**config.mk**
```make
export PLATFORM = sky130hd
export DESIGN_NAME = alu_issue_seq_flat
export DESIGN_NICKNAME = d
export VERILOG_FILES = /design/src/rtl/alu_issue_seq_if.sv /design/src/rtl/alu_issue_seq.sv /design/src/flat_wrapper.sv
export SDC_FILE = /design/constraint.sdc
export NUM_CORES = 1
export LEC_CHECK = 0
export BUFFER_PORTS_ARGS = -buffer_cell sky130_fd_sc_hd__buf_2
export CAP_MARGIN = 20
export CORE_UTILIZATION = 38
export DETAILED_ROUTE_END_ITERATION = 8
export PLACE_DENSITY = 0.75
export SLEW_MARGIN = 10
export SYNTH_ARGS = -nofsm -noshare
export SYNTH_HDL_FRONTEND = slang
export SYNTH_SLANG_ARGS = --single-unit
```
**constraint.sdc**
```tcl
create_clock -name clk -period 1.55 [get_ports clk]
set_input_delay 0.31 -clock clk [delete_from_list [all_inputs] [get_ports clk]]
set_output_delay 0.31 -clock clk [all_outputs]
set_load 0.01 [all_outputs]
```
**src/rtl/alu_issue_seq_if.sv**
```systemverilog
// Request, response and ALU-drive signals of alu_issue_seq. The sequencer is the slave; requester and ALU are the master.
interface alu_issue_seq_if #(parameter int W = 32);
  logic         req_valid;
  logic         req_ready;
  logic [5:0]   req_opcode;
  logic [5:0]   req_funct;
  logic [4:0]   req_shamt;
  logic [W-1:0] req_rs;
  logic [W-1:0] req_rt;
  logic         rsp_valid;
  logic         rsp_ready;
  logic [W-1:0] rsp_result;
  logic         rsp_taken;
  logic         rsp_err;
  logic [3:0]   alu_ctl;
  logic [W-1:0] alu_a;
  logic [W-1:0] alu_b;
  logic [W-1:0] alu_out;
  logic         alu_z;

  modport slave (
    input  req_valid, req_opcode, req_funct, req_shamt, req_rs, req_rt,
    output req_ready,
    output rsp_valid, rsp_result, rsp_taken, rsp_err,
    input  rsp_ready,
    output alu_ctl, alu_a, alu_b,
    input  alu_out, alu_z
  );

  modport master (
    output req_valid, req_opcode, req_funct, req_shamt, req_rs, req_rt,
    input  req_ready,
    input  rsp_valid, rsp_result, rsp_taken, rsp_err,
    output rsp_ready,
    input  alu_ctl, alu_a, alu_b,
    output alu_out, alu_z
  );
endinterface

```
**src/rtl/alu_issue_seq.sv**
```systemverilog
// ALU issue sequencer: decodes MIPS fields to ALU ctl, result 2 cycles after accept (1 on decode error, shamt+2 for sll with ALU_ISSUE_SLL_EN).
// Backpressure: req_ready only in IDLE; the response is held stable in RESP until rsp_ready.
module alu_issue_seq #(
  parameter int W = 32
) (
  input  logic           clk,
  input  logic           reset,
  alu_issue_seq_if.slave bus
);

  typedef enum logic [1:0] {
    IDLE  = 2'd0,
    EXEC  = 2'd1,
    RESP  = 2'd2
`ifdef ALU_ISSUE_SLL_EN
    ,SHIFT = 2'd3
`endif
  } state_e;

  state_e       state_q, state_d;
  logic [W-1:0] rsp_result_q, rsp_result_d;
  logic         rsp_taken_q, rsp_taken_d;
  logic         rsp_err_q, rsp_err_d;
  logic [3:0]   alu_ctl_q, alu_ctl_d;
  logic [W-1:0] alu_a_q, alu_a_d;
  logic [W-1:0] alu_b_q, alu_b_d;
  logic         branch_q, branch_d;
  logic         bne_q, bne_d;

  logic         dec_ok;
  logic [3:0]   dec_ctl;
  logic         dec_branch;
  logic         dec_bne;
`ifdef ALU_ISSUE_SLL_EN
  logic         dec_sll;
  logic [4:0]   cnt_q, cnt_d;
`else
  logic         unused_shamt;
  assign unused_shamt = ^bus.req_shamt;
`endif

  always_comb begin
    dec_ok     = 1'b1;
    dec_ctl    = 4'b0000;
    dec_branch = 1'b0;
    dec_bne    = 1'b0;
`ifdef ALU_ISSUE_SLL_EN
    dec_sll    = 1'b0;
`endif
    case (bus.req_opcode)
      6'b000000: begin
        case (bus.req_funct)
          6'b100000: dec_ctl = 4'b0010;
          6'b100010: dec_ctl = 4'b0110;
          6'b100100: dec_ctl = 4'b0000;
          6'b100101: dec_ctl = 4'b0001;
          6'b100110: dec_ctl = 4'b1101;
          6'b100111: dec_ctl = 4'b1100;
          6'b101010: dec_ctl = 4'b0111;
`ifdef ALU_ISSUE_SLL_EN
          6'b000000: begin
            dec_sll = 1'b1;
            dec_ctl = (bus.req_shamt == 5'd0) ? 4'b0001 : 4'b0010;
          end
`endif
          default:   dec_ok  = 1'b0;
        endcase
      end
      6'b000100: begin
        dec_ctl    = 4'b0110;
        dec_branch = 1'b1;
      end
      6'b000101: begin
        dec_ctl    = 4'b0110;
        dec_branch = 1'b1;
        dec_bne    = 1'b1;
      end
      default: dec_ok = 1'b0;
    endcase
  end

  always_comb begin
    state_d      = state_q;
    rsp_result_d = rsp_result_q;
    rsp_taken_d  = rsp_taken_q;
    rsp_err_d    = rsp_err_q;
    alu_ctl_d    = alu_ctl_q;
    alu_a_d      = alu_a_q;
    alu_b_d      = alu_b_q;
    branch_d     = branch_q;
    bne_d        = bne_q;
`ifdef ALU_ISSUE_SLL_EN
    cnt_d        = cnt_q;
`endif
    case (state_q)
      IDLE: begin
        if (bus.req_valid) begin
          rsp_result_d = '0;
          rsp_taken_d  = 1'b0;
          branch_d     = dec_branch;
          bne_d        = dec_bne;
          if (!dec_ok) begin
            // ALU registers are left untouched on a decode error
            rsp_err_d = 1'b1;
            state_d   = RESP;
          end else begin
            rsp_err_d = 1'b0;
            alu_ctl_d = dec_ctl;
            alu_a_d   = bus.req_rs;
            alu_b_d   = bus.req_rt;
            state_d   = EXEC;
`ifdef ALU_ISSUE_SLL_EN
            if (dec_sll) begin
              alu_a_d = bus.req_rt;
              cnt_d   = bus.req_shamt;
              if (bus.req_shamt == 5'd0) begin
                alu_b_d = '0;
              end else begin
                state_d = SHIFT;
              end
            end
`endif
          end
        end
      end
      EXEC: begin
        rsp_result_d = bus.alu_out;
        rsp_taken_d  = branch_q & (bus.alu_z ^ bne_q);
        state_d      = RESP;
      end
`ifdef ALU_ISSUE_SLL_EN
      SHIFT: begin
        // alu_a_q doubles as the shift accumulator; each step adds it to itself
        alu_a_d = bus.alu_out;
        alu_b_d = bus.alu_out;
        cnt_d   = cnt_q - 5'd1;
        if (cnt_q == 5'd1) begin
          alu_ctl_d = 4'b0001;
          alu_b_d   = '0;
          state_d   = EXEC;
        end
      end
`endif
      RESP: begin
        if (bus.rsp_ready) state_d = IDLE;
      end
      default: state_d = IDLE;
    endcase
  end

  always_ff @(posedge clk) begin
    if (reset) begin
      state_q      <= IDLE;
      rsp_result_q <= '0;
      rsp_taken_q  <= 1'b0;
      rsp_err_q    <= 1'b0;
      alu_ctl_q    <= 4'b0000;
      alu_a_q      <= '0;
      alu_b_q      <= '0;
      branch_q     <= 1'b0;
      bne_q        <= 1'b0;
`ifdef ALU_ISSUE_SLL_EN
      cnt_q        <= 5'd0;
`endif
    end else begin
      state_q      <= state_d;
      rsp_result_q <= rsp_result_d;
      rsp_taken_q  <= rsp_taken_d;
      rsp_err_q    <= rsp_err_d;
      alu_ctl_q    <= alu_ctl_d;
      alu_a_q      <= alu_a_d;
      alu_b_q      <= alu_b_d;
      branch_q     <= branch_d;
      bne_q        <= bne_d;
`ifdef ALU_ISSUE_SLL_EN
      cnt_q        <= cnt_d;
`endif
    end
  end

  assign bus.req_ready  = (state_q == IDLE);
  assign bus.rsp_valid  = (state_q == RESP);
  assign bus.rsp_result = rsp_result_q;
  assign bus.rsp_taken  = rsp_taken_q;
  assign bus.rsp_err    = rsp_err_q;
  assign bus.alu_ctl    = alu_ctl_q;
  assign bus.alu_a      = alu_a_q;
  assign bus.alu_b      = alu_b_q;

endmodule

```
**src/flat_wrapper.sv**
```systemverilog
// flat-port wrapper written by rule: the top's interface ports become plain ports
module alu_issue_seq_flat 
#(
  parameter int W = 32
)
  (clk, reset, bus_req_valid, bus_req_opcode, bus_req_funct, bus_req_shamt, bus_req_rs, bus_req_rt, bus_req_ready, bus_rsp_valid, bus_rsp_result, bus_rsp_taken, bus_rsp_err, bus_rsp_ready, bus_alu_ctl, bus_alu_a, bus_alu_b, bus_alu_out, bus_alu_z);
  alu_issue_seq_if #(.W(W)) bus_i ();
  input  logic clk;
  input  logic reset;
  input wire logic [$bits(bus_i.req_valid)-1:0] bus_req_valid;
  input wire logic [$bits(bus_i.req_opcode)-1:0] bus_req_opcode;
  input wire logic [$bits(bus_i.req_funct)-1:0] bus_req_funct;
  input wire logic [$bits(bus_i.req_shamt)-1:0] bus_req_shamt;
  input wire logic [$bits(bus_i.req_rs)-1:0] bus_req_rs;
  input wire logic [$bits(bus_i.req_rt)-1:0] bus_req_rt;
  output wire logic [$bits(bus_i.req_ready)-1:0] bus_req_ready;
  output wire logic [$bits(bus_i.rsp_valid)-1:0] bus_rsp_valid;
  output wire logic [$bits(bus_i.rsp_result)-1:0] bus_rsp_result;
  output wire logic [$bits(bus_i.rsp_taken)-1:0] bus_rsp_taken;
  output wire logic [$bits(bus_i.rsp_err)-1:0] bus_rsp_err;
  input wire logic [$bits(bus_i.rsp_ready)-1:0] bus_rsp_ready;
  output wire logic [$bits(bus_i.alu_ctl)-1:0] bus_alu_ctl;
  output wire logic [$bits(bus_i.alu_a)-1:0] bus_alu_a;
  output wire logic [$bits(bus_i.alu_b)-1:0] bus_alu_b;
  input wire logic [$bits(bus_i.alu_out)-1:0] bus_alu_out;
  input wire logic [$bits(bus_i.alu_z)-1:0] bus_alu_z;
  assign bus_i.req_valid = bus_req_valid;
  assign bus_i.req_opcode = bus_req_opcode;
  assign bus_i.req_funct = bus_req_funct;
  assign bus_i.req_shamt = bus_req_shamt;
  assign bus_i.req_rs = bus_req_rs;
  assign bus_i.req_rt = bus_req_rt;
  assign bus_req_ready = bus_i.req_ready;
  assign bus_rsp_valid = bus_i.rsp_valid;
  assign bus_rsp_result = bus_i.rsp_result;
  assign bus_rsp_taken = bus_i.rsp_taken;
  assign bus_rsp_err = bus_i.rsp_err;
  assign bus_i.rsp_ready = bus_rsp_ready;
  assign bus_alu_ctl = bus_i.alu_ctl;
  assign bus_alu_a = bus_i.alu_a;
  assign bus_alu_b = bus_i.alu_b;
  assign bus_i.alu_out = bus_alu_out;
  assign bus_i.alu_z = bus_alu_z;
  alu_issue_seq #(.W(W)) u_core (.clk(clk), .reset(reset), .bus(bus_i));
endmodule
```
==> results.md <==
- VDD sags by at most 0.000548 V.
- The area of the mapped netlist is 3560 um2.
- For the pin with the worst max-slew slack, the measured transition is 0.612 ns.
- The share of synthesized area in the top cell type comes to 0.595.
- The worst-case reg-to-reg path depth is 7.
- The TritonCTS sink count is 106.
- The area added between synthesis and finish is 51.2%.
- The die is 98.9 um wide.
- The highest achievable clock rate is 624 MHz.
- Along the worst path, the maximum fanout reaches 17.
- The initial utilization of the core area, before any placement, comes to 0.401.
- The repair_antennas step left the layout with diodes totalling 0.
- The endpoint of the lowest-slack register-to-register path is u_core.bus.alu_b[25].
- Entering global routing, the biggest net connects 37 pins.
- The initial antenna violation count is 1.
- The overall die area is 9770 um2.
- The clock tree synthesis step divided the H-tree into 3 levels.
- The global-route wire length before repair is 16.0 mm.
- The run finished, with violations left.
- The shortest clock period the worst path allows after layout is 1.60 ns.
- After detailed routing, the average wire length per cell comes to 16.5 um.
- The total area inside the core boundary comes to 8890 um2.
- At the end of the flow, the number of nets in the layout was 667.
- The final standard cell area without fillers is 5390 um2.
- The global-route usage over all layers is 0.209.
- For this design the ratio of total power to cell area is 919 nW/um2.
- sky130_fd_sc_hd__dfxtp_1 takes more of the synthesized area than any other cell.
- The critical path ends at u_core.bus.alu_b[25].
- The total of max-cap violations is 0.
- The number of CTS-inserted buffers is 9.
- The clock tree root buffer cell is sky130_fd_sc_hd__clkbuf_8.
- The critical path starts at u_core.state_q[0].
- In the post-synthesis netlist, the biggest area contributors are sky130_fd_sc_hd__dfxtp_1 (60%), sky130_fd_sc_hd__a22o_1 (16%), sky130_fd_sc_hd__a22oi_1 (6.7%).
- The number of buffers and inverters on the critical path is 4.
- The fraction of layout instances using a drive strength above 1 is 0.514.
- The startpoint identified for the worst register-to-register timing path is u_core.state_q[0].
- The kind of cell with the highest combined delay along the critical path is buffers and inverters.
- TritonCTS built the clock tree.
- Between clock sinks in the finished design, the worst skew comes to 0.0132 ns.
- The detailed-route wire length is 10.9 mm.
- The number of top-level design ports is 222.
- After detailed routing, the number of remaining DRC violations is 0.
- Detailed routing inserted a total of 3404 vias.
- The post-placement cell area is 4830 um2.
- The total iterations of the first detailed-routing run is 5.
- For the worst setup path, the data required time is 1.81 ns.
- The total number of cells along the worst setup path is 7.
- The synthesized netlist contains 34 unique library cells.
- During synthesis, Yosys emitted a total of 0 warnings.
- Counting along the longest clock path gives a buffer depth of 2.
- The die height is 98.9 um.
- The final critical-path share of the clock period is 1.03.
- Summed over all cells, the static leakage comes to 0.00268 uW.
- Walking the worst path, the cells encountered are nor3b_2, buf_4, buf_6, a41oi_4, buf_12, buf_16, a22o_1.
- Setup repair after global routing could not meet its margin everywhere.
- The final setup violation count is 62.
- Summed over all layers, the global routing overflow is 0.
- The worst setup path is of the flip-flop to flip-flop kind.
- The checks that failed: negative setup slack.
- The detailed placement HPWL is 6.91 mm.
- The data arrival time of the critical path is 1.86 ns.
- The number of I/O port buffers is 216.
- Using the TritonRoute via totals, the vias-per-cell ratio works out to 5.14.
- After the first detailed-routing iteration, the DRC count stood at 155.
- STA classifies the critical path startpoint as a flip-flop.
- The final worst hold slack is 0.151 ns.
- The number of global-route vias before repair is 3253.
- The number of nets handed over by synthesis was 424.
- The tightest min-delay check is of the primary input to flip-flop type.
- The sequential fraction of the synthesis area is 0.595.
- Counting flops and latches in the post-synthesis netlist gives 106.
- The critical path's slowest cell is sky130_fd_sc_hd__dfxtp_4.
- The average cell area after synthesis is 11.6 um2.
- The peak per-stage delay on the critical path is 0.36 ns.
- Row generation in the floorplan step produced 34 rows.
- The final worst setup slack is -0.0534 ns.
- The total count of hold-check failures in the final report is 0.
- The relative slew slack is 0.590.
- Routability-driven placement finished with a final weighted congestion of 0.747.
- The later pin in the worst-skew pair is clocked with a latency of 0.36 ns.
- Measured on the finished design, the core utilization comes to 0.606.
- The final-report max-slew violation count is 0.
- The post-synthesis cell count is 306.
- The number of fill cells is 761.
- In this run the register-to-register setup slack is -0.05 ns.
- The worst setup path is captured at a flip-flop.
- The detail route stage leaves a number of antenna-violating nets equal to 0.
- The clock transition at the register clock pins on the worst setup and hold paths after CTS is 0.10 ns.
[area by class of cell]
cell class / count / area, um2 / area share
Tap cell: 108 / 135 / 0.0251
Sequential cell: 106 / 2130 / 0.395
Inverter: 3 / 11.3 / 0.00209
Multi-Input combinational cell: 172 / 1290 / 0.239
Timing Repair Buffer: 257 / 1620 / 0.300
Clock buffer: 10 / 138 / 0.0255
Clock inverter: 6 / 72.6 / 0.0135
[worst reg2reg max path, delay by kind of cell, from the launching register on]
family / cells / cell delay [ns]
simple gates: 1 / 0.16
compound gates: 2 / 0.40
buf+inv: 4 / 0.60
flops: 1 / 0.36
[power breakdown]
part           internal (uW)  leakage (uW)  switching [uW]
Combinational            240       0.00172             206
Clock                    812      0.000109             952
Sequential              2740      0.000856            8.70
Total                   3790       0.00268            1170
[metal layers]
metal	vias to the layer above	global-route usage	routed length, um
li1	1628	-	-
met1	1592	0.234	4460
met2	162	0.377	5460
met3	20	0.0560	747
met4	2	0.0815	257
met5	-	0	13
[placed cells by master (no fill, tap or decap), types with 3 or more instances in the layout]
cell,Yosys,layout
sky130_fd_sc_hd__a22oi_1,32,32
sky130_fd_sc_hd__nor2_1,35,35
sky130_fd_sc_hd__buf_4,4,21
sky130_fd_sc_hd__buf_2,1,216
sky130_fd_sc_hd__inv_1,3,3
sky130_fd_sc_hd__dfxtp_1,106,104
sky130_fd_sc_hd__buf_16,0,6
sky130_fd_sc_hd__a22o_1,65,65
sky130_fd_sc_hd__buf_6,1,9
sky130_fd_sc_hd__clkbuf_8,0,10
sky130_fd_sc_hd__nand3_1,3,3
sky130_fd_sc_hd__a21oi_1,4,4
sky130_fd_sc_hd__nand2_1,3,3
[registers in the layout, summed over array words and instances (netlist names), 2 cells and up]
register / count
u_core.bus.alu_b: 32
u_core.state_q: 2
u_core.bus.rsp_result: 32
u_core.bus.alu_a: 32
u_core.bus.alu_ctl: 4
[worst min path at each step]
| stage | startpoint | endpoint | slack [ns] | cells past startpoint |
|---|---|---|---|---|
| 3_5_place_dp | u_core.bus.rsp_err | u_core.bus.rsp_err | 0.45 | 1 |
| 2_1_floorplan | bus_req_rt[14] | u_core.bus.alu_b[14] | 0.44 | 1 |
| 3_3_place_gp | u_core.bus.rsp_err | u_core.bus.rsp_err | 0.44 | 1 |
| 6_report | bus_req_rt[4] | u_core.bus.alu_b[4] | 0.15 | 2 |
| 4_1_cts | bus_req_rt[4] | u_core.bus.alu_b[4] | 0.13 | 2 |
| 5_1_grt | bus_req_rt[4] | u_core.bus.alu_b[4] | 0.13 | 2 |
[cell usage after synthesis]
library cell and n:
sky130_fd_sc_hd__a22o_1 65, sky130_fd_sc_hd__a21oi_1 4, sky130_fd_sc_hd__or2_1 1, sky130_fd_sc_hd__a32oi_1 1, sky130_fd_sc_hd__o21bai_1 1, sky130_fd_sc_hd__nor2b_1 3, sky130_fd_sc_hd__xor2_1 2, sky130_fd_sc_hd__a311o_1 1
sky130_fd_sc_hd__a31oi_1 2, sky130_fd_sc_hd__nand4_1 1, sky130_fd_sc_hd__buf_12 4, sky130_fd_sc_hd__a22oi_1 32, sky130_fd_sc_hd__nand2_1 3, sky130_fd_sc_hd__nand3b_2 1, sky130_fd_sc_hd__buf_2 1, sky130_fd_sc_hd__inv_1 3
sky130_fd_sc_hd__nor3b_2 2, sky130_fd_sc_hd__buf_4 4, sky130_fd_sc_hd__dfxtp_1 106, sky130_fd_sc_hd__clkbuf_1 16, sky130_fd_sc_hd__a32o_1 2, sky130_fd_sc_hd__nor4_4 1, sky130_fd_sc_hd__and2_1 1, sky130_fd_sc_hd__o21a_1 1
sky130_fd_sc_hd__nor3b_1 1, sky130_fd_sc_hd__or3_1 1, sky130_fd_sc_hd__o2bb2ai_1 2, sky130_fd_sc_hd__nand3_1 3, sky130_fd_sc_hd__a41oi_2 1, sky130_fd_sc_hd__nand2b_1 2, sky130_fd_sc_hd__nor2_1 35, sky130_fd_sc_hd__buf_6 1
sky130_fd_sc_hd__and3b_1 1, sky130_fd_sc_hd__mux2i_1 1
[timing repair]
action | 4_1_cts | 5_1_grt
setup endpoints to repair | 91 | 78
hold buffers | 0 | 0
buffers inserted | 5 | 5
gates resized for setup | 10 | 14
pin swaps | 3 | 8
gates cloned | 7 | 3
[cell families (layout without fill, tap and decap cells)]
group,Yosys count,after routing,share of synthesized area
compound gates,112,112,0.261
flops,106,106,0.595
simple gates,56,57,0.0807
buf+inv,29,276,0.0555
xor+xnor,2,2,0.00491
mux,1,1,0.00281
[through the flow]
stage               instances  total power [uW]  setup slack, ns  TNS, ns
floorplan                 306              2930          0.00588        0
global placement          629              3150           -0.139    -8.54
detailed placement        629              3160           -0.182    -9.87
CTS                       656              4990          -0.0733    -3.11
global route              662              5160           -0.136    -6.75
finish                    662              4950          -0.0534    -2.20
(Power assumes the default switching activity.)
